===== src/rtl/keypad_pkg.sv =====
// Shared types and helpers for the 4x4 keypad scan controller.
package keypad_pkg;

  localparam int unsigned NUM_ROWS = 4;
  localparam int unsigned NUM_COLS = 4;
  localparam int unsigned IDX_W    = 2;

  typedef enum logic [1:0] {
    SCAN     = 2'd0,
    DEBOUNCE = 2'd1,
    HOLD     = 2'd2,
    RELEASE  = 2'd3
  } state_e;

  // Active-low one-hot column drive for column index idx.
  function automatic logic [NUM_COLS-1:0] col_onehot_n(input logic [IDX_W-1:0] idx);
    logic [NUM_COLS-1:0] v;
    v      = '1;
    v[idx] = 1'b0;
    return v;
  endfunction

  // Index of the lowest-numbered row that is pulled low.
  function automatic logic [IDX_W-1:0] lowest_low_row(input logic [NUM_ROWS-1:0] rows);
    logic [IDX_W-1:0] r;
    r = '0;
    for (int i = NUM_ROWS - 1; i >= 0; i--) begin
      if (!rows[i]) r = IDX_W'(i);
    end
    return r;
  endfunction

endpackage


===== src/rtl/sync_2ff.sv =====
// Two-flop synchronizer with a synchronous active-high reset to a fixed value.
module sync_2ff #(
  parameter int unsigned       WIDTH   = 4,
  parameter logic [WIDTH-1:0]  RST_VAL = '1
) (
  input  logic             clk,
  input  logic             rst,
  input  logic [WIDTH-1:0] i_d,
  output logic [WIDTH-1:0] o_q
);

  logic [WIDTH-1:0] r_meta;
  logic [WIDTH-1:0] r_q;

  always_ff @(posedge clk) begin
    if (rst) begin
      r_meta <= RST_VAL;
      r_q    <= RST_VAL;
    end else begin
      r_meta <= i_d;
      r_q    <= r_meta;
    end
  end

  assign o_q = r_q;

endmodule


===== src/rtl/keypad_scan_ctrl.sv =====
// 4x4 matrix keypad scanner: column drive, row sampling, in-line press/release debounce.
module keypad_scan_ctrl
  import keypad_pkg::*;
#(
  parameter int unsigned SCAN_TICKS     = 4,
  parameter int unsigned DEBOUNCE_TICKS = 1_000_000
) (
  input  logic                clk,
  input  logic                rst,
  input  logic [NUM_ROWS-1:0] row_in,
  output logic [NUM_COLS-1:0] col_out,
  output logic [3:0]          key_code,
  output logic                key_valid,
  output logic                key_down,
  output logic                key_release
);

  localparam int unsigned      CNT_W     = $clog2(DEBOUNCE_TICKS + 1);
  localparam logic [CNT_W-1:0] SCAN_LAST = CNT_W'(SCAN_TICKS - 1);
  localparam logic [CNT_W-1:0] DEB_LAST  = CNT_W'(DEBOUNCE_TICKS - 1);

  state_e              r_state, w_state;
  logic [IDX_W-1:0]    r_col, w_col;
  logic [IDX_W-1:0]    r_row, w_row;
  logic [CNT_W-1:0]    r_cnt, w_cnt;
  logic [NUM_COLS-1:0] r_col_out;
  logic [3:0]          r_key_code, w_key_code;
  logic                r_key_valid, w_key_valid;
  logic                r_key_down, w_key_down;
  logic                r_key_release, w_key_release;
  logic [NUM_ROWS-1:0] w_row_s;
  logic                w_row_lvl;

  sync_2ff #(
    .WIDTH   (NUM_ROWS),
    .RST_VAL ({NUM_ROWS{1'b1}})
  ) u_row_sync (
    .clk (clk),
    .rst (rst),
    .i_d (row_in),
    .o_q (w_row_s)
  );

  assign w_row_lvl = w_row_s[r_row];

  always_ff @(posedge clk) begin
    if (rst) begin
      r_state       <= SCAN;
      r_col         <= '0;
      r_row         <= '0;
      r_cnt         <= '0;
      r_col_out     <= col_onehot_n('0);
      r_key_code    <= '0;
      r_key_valid   <= 1'b0;
      r_key_down    <= 1'b0;
      r_key_release <= 1'b0;
    end else begin
      r_state       <= w_state;
      r_col         <= w_col;
      r_row         <= w_row;
      r_cnt         <= w_cnt;
      r_col_out     <= col_onehot_n(w_col);
      r_key_code    <= w_key_code;
      r_key_valid   <= w_key_valid;
      r_key_down    <= w_key_down;
      r_key_release <= w_key_release;
    end
  end

  // Next-state and next-output decode; the counter is shared and cleared on every state change.
  always_comb begin
    w_state       = r_state;
    w_col         = r_col;
    w_row         = r_row;
    w_cnt         = r_cnt;
    w_key_code    = r_key_code;
    w_key_valid   = 1'b0;
    w_key_down    = r_key_down;
    w_key_release = 1'b0;

    case (r_state)
      SCAN: begin
        if (r_cnt == SCAN_LAST) begin
          w_cnt = '0;
          if (w_row_s != '1) begin
            w_row   = lowest_low_row(w_row_s);
            w_state = DEBOUNCE;
          end else begin
            w_col = r_col + IDX_W'(1);
          end
        end else begin
          w_cnt = r_cnt + CNT_W'(1);
        end
      end

      DEBOUNCE: begin
        if (w_row_lvl) begin
          w_cnt   = '0;
          w_state = SCAN;
        end else if (r_cnt == DEB_LAST) begin
          w_cnt       = '0;
          w_key_code  = {r_row, r_col};
          w_key_valid = 1'b1;
          w_key_down  = 1'b1;
          w_state     = HOLD;
        end else begin
          w_cnt = r_cnt + CNT_W'(1);
        end
      end

      HOLD: begin
        if (w_row_lvl) begin
          w_cnt   = '0;
          w_state = RELEASE;
        end
      end

      RELEASE: begin
        if (!w_row_lvl) begin
          w_cnt   = '0;
          w_state = HOLD;
        end else if (r_cnt == DEB_LAST) begin
          w_cnt         = '0;
          w_key_down    = 1'b0;
          w_key_release = 1'b1;
          w_col         = r_col + IDX_W'(1);
          w_state       = SCAN;
        end else begin
          w_cnt = r_cnt + CNT_W'(1);
        end
      end

      default: begin
        w_cnt   = '0;
        w_state = SCAN;
      end
    endcase
  end

  assign col_out     = r_col_out;
  assign key_code    = r_key_code;
  assign key_valid   = r_key_valid;
  assign key_down    = r_key_down;
  assign key_release = r_key_release;

endmodule


===== config.mk =====
export PLATFORM = sky130hd
export DESIGN_NAME = keypad_scan_ctrl
export DESIGN_NICKNAME = d
export VERILOG_FILES = /design/src/rtl/keypad_pkg.sv /design/src/rtl/sync_2ff.sv /design/src/rtl/keypad_scan_ctrl.sv
export SDC_FILE = /design/constraint.sdc
export NUM_CORES = 1
export LEC_CHECK = 0
export CORE_ASPECT_RATIO = 0.75
export CORE_MARGIN = 4
export CORE_UTILIZATION = 56
export DETAILED_ROUTE_END_ITERATION = 8
export PLACE_DENSITY = 0.75
export SYNTH_ARGS = -nofsm -noshare
export SYNTH_HDL_FRONTEND = slang
export SYNTH_SLANG_ARGS = --single-unit

===== constraint.sdc =====
create_clock -name clk -period 2.73 [get_ports clk]
set_input_delay 0.819 -clock clk [delete_from_list [all_inputs] [get_ports clk]]
set_output_delay 0.819 -clock clk [all_outputs]
set_load 0.02 [all_outputs]

==> qor.yml <==
floorplan:
  dieArea_um2: 4550
  rows: 18
  initial_utilization_pct: 59.3
  dieHeight_um: 59.4
  core_um2: 3330
  boundaryPins: 17
  die_width_um: 76.6
timing:
  rsz0062_at_grt: "false"
  fin_setup_tns_ns: 0
  maxSlewHeadroom_pct: 67.6
  tightest_slew_ns: 0.485
  fin_skew_ns: 0.00477
  drv_slew: 0
  min_period_over_period_pct: 86.2
  layout_setup_ws_ns: 0.376
  finalHoldViolations: 0
  setup_viol: 0
  min_period_ns: 2.35
  timing.fmax_ghz: 0.425
logic_synthesis:
  ys_ff_latch: 45
  yosysWarnings: 0
  netlist_instances: 212
  ys_seq_area_share_pct: 45.6
  ys_types: 43
  synth.avg_cell_area_um2: 9.32
  netlist_area_um2: 1980
  synthTopCellsByArea: "dfxtp_1 (46%), nor2_1 (5.9%), xor2_1 (4.9%)"
  synth_top_area_share_pct: 45.6
  synth_area_leader_cell: "dfxtp_1"
  syn_nets: 223
run_status:
  status: "completed"
place:
  io_buffers: 16
  place_area_um2: 2190
  pre_cts_slack_ns: 0.402
  gp_congestion: 0.824
  hpwl_um: 2780
clock_tree:
  cts_resized: 0
  holdBufCountCts: 0
  cts_num_sinks: 45
  clockBufferDepth: 2
  cts_setup_buffers: 0
  insertion_delay_ns: 0.30
  htree_levels: 2
  cts-root-buf: "clkbuf_8"
  cts_made_buffers: 5
  cts_tree: "done"
  path_clk_slew_ns: 0.08
routing:
  wl_per_cell_um: 13.6
  drtPass1Iterations: 4
  viasPerCell: 5.57
  drtIter0Drc: 94
  wl_met1_um: 1860
  totalWireLength_um: 3740
  highest_layer: "met4"
  wl_met3_um: 146
  route.detailed.drc: 0
  ant_nets: 0
  vias: 1533
  route.met2.wl_um: 1640
setup_path:
  r2r-end: "col_out[1]"
  reg2reg_from: "r_cnt[0]"
  worstPathCellList: "ha_1 > nor4b_1 > nand2_1 > nor4_1 > o21ai_1 > mux2_2 > or3b_1"
  reg2reg_depth: 7
  crit_fanout: 5
  crit_type: "reg2reg"
  critPathArrivalTime_ns: 2.53
  r2r_setup_slack_ns: 0.38
  max_stage_delay_ns: 0.39
  start_kind: "register"
  endpoint_kind: "register"
  crit_required_ns: 2.91
  slowest_stage: "dfxtp_1"
global_routing:
  grt-ovfl-total: 0
  grt_pass1_vias: 1409
  grt_max_degree: 21
  grt_pass1_wl_um: 6380
  grt_usage_pct: 18.0
  antenna_found_initial: 0
hold_path:
  hold_end: "u_row_sync.o_q[3]"
  hold_start: "u_row_sync.r_meta[3]"
  timing.hold.worst.class: "reg2reg"
  min_path_cells: 1
power:
  leakagePower_nw: 0.904
  power_density_nw_per_um2: 713
  p_int_mw: 1.17
  peakVddDrop_v: 0.000525
  seqPwrFrac_pct: 46.5
  clockPowerShare_pct: 30.9
  power_mw: 1.65
  swShare_pct: 28.9
  switchingPower_mw: 0.476
  power_frac_comb_pct: 22.5
cells_and_area:
  fin_area_um2: 2310
  num_antenna_cells: 0
  layout_common_cells: "dfxtp_1 (45), nor2_1 (31), clkdlybuf4s50_1 (16), nand2_1 (14), xor2_1 (11)"
  syn_to_final_growth_pct: 16.9
  fin_nets: 245
  drive_above_1_share_pct: 12.3
  layout_commonest_cell: "dfxtp_1"
run:
  cap_violations: 0
## critical path: cells and delay by family, from the launching register on
kind,cells,cell delay (ns)
compound gates,1,0.09
fa+ha+maj,1,0.25
flops,1,0.39
simple gates,4,1.20
mux,1,0.30
## sequential cells by signal, indices dropped and copies added, names as in the netlist, named ones only
| name | count |
|---|---|
| r_cnt | 20 |
| col_out | 4 |
| key_code | 4 |
| u_row_sync.o_q | 4 |
| u_row_sync.r_meta | 4 |
| r_col | 2 |
| r_row | 2 |
| key_down | 1 |
| key_release | 1 |
| key_valid | 1 |
| r_state | 1 |
## logic make-up (layout without fill, tap and decap cells)
group / Yosys count / in the layout / share of synthesized area (%)
AO/OA/AOI/OAI: 23 / 23 / 8.11
XOR/XNOR: 19 / 19 / 8.42
adder cells (fa/ha/maj): 5 / 5 / 3.17
buffers and inverters: 12 / 35 / 2.47
flip-flops: 45 / 45 / 45.6
multiplexers: 7 / 7 / 4.24
AND/OR/NAND/NOR: 101 / 101 / 28.0
## cell usage after synthesis
| cell type | count |
|---|---|
| or2_2 | 8 |
| xor2_1 | 11 |
| o21ai_1 | 2 |
| or4_1 | 1 |
| mux2_2 | 1 |
| nor4_4 | 1 |
| a311oi_1 | 3 |
| nor4b_1 | 1 |
| mux2i_1 | 5 |
| ha_1 | 5 |
| and4_1 | 2 |
| o31ai_2 | 1 |
| and2_1 | 1 |
| inv_1 | 7 |
| and2_4 | 1 |
| nand4_1 | 6 |
| or3b_1 | 1 |
| o211a_1 | 2 |
| o21ai_0 | 2 |
| nor4_1 | 3 |
| nor3_1 | 5 |
| o21bai_1 | 1 |
| a21oi_1 | 7 |
| a31oi_1 | 1 |
| nor2_2 | 1 |
| nor2b_1 | 4 |
| nor4_2 | 2 |
| nor3b_1 | 1 |
| mux4_2 | 1 |
| o2bb2ai_1 | 1 |
| xnor2_1 | 8 |
| a211oi_1 | 2 |
| clkbuf_1 | 2 |
| o31a_1 | 1 |
| nor2_1 | 31 |
| nand2b_1 | 3 |
| dfxtp_1 | 45 |
| nor3b_2 | 1 |
| nand3_1 | 10 |
| nand3_2 | 1 |
| nand2_1 | 14 |
| and3_1 | 3 |
| buf_2 | 3 |
## how the worst max path moves through the flow
stage | startpoint | endpoint | slack (ns) | cells after the start
after detailed placement | r_cnt[0] | col_out[1] | 0.40 | 7
after global placement | r_cnt[0] | col_out[1] | 0.48 | 7
after global routing | r_cnt[0] | col_out[1] | 0.16 | 7
after floorplan | r_cnt[0] | col_out[1] | 0.64 | 7
after CTS | r_cnt[0] | col_out[1] | 0.37 | 7
final | r_cnt[0] | col_out[1] | 0.38 | 7
## per-layer routing
metal | track usage (%) | vias up
met2 | 28.8 | 31
met1 | 22.5 | 714
met5 | 0 | -
li1 | - | 778
met4 | 9.30 | 0
met3 | 5.47 | 10
## area by class of cell
class / instances / area (um2)
Clock buffer: 7 / 86.3
Clock inverter: 1 / 30.0
Fill cell: 256 / 1020
Inverter: 7 / 26.3
Multi-Input combinational cell: 155 / 1030
Sequential cell: 45 / 901
Tap cell: 40 / 50.0
Timing Repair Buffer: 20 / 190
## power by group through the flow
| stage | Clock [mW] | Combinational [mW] | Sequential [mW] |
|---|---|---|---|
| finish | 0.510 | 0.371 | 0.767 |
| global route | 0.544 | 0.413 | 0.775 |
| CTS | 0.523 | 0.373 | 0.766 |
| detailed placement | 0 | 0.369 | 0.782 |
| global placement | 0 | 0.350 | 0.773 |
| floorplan | 0 | 0.247 | 0.787 |
## through the flow
step | std cells | util (%) | hold slack, ns
floorplan | 212 | - | 0.389
global placement | 267 | 65.8 | 0.392
detailed placement | 267 | 65.8 | 0.398
CTS | 275 | 69.3 | 0.416
global route | 275 | 69.3 | 0.437
finish | 275 | 69.3 | 0.412
Power figures use the tool's default switching activity.
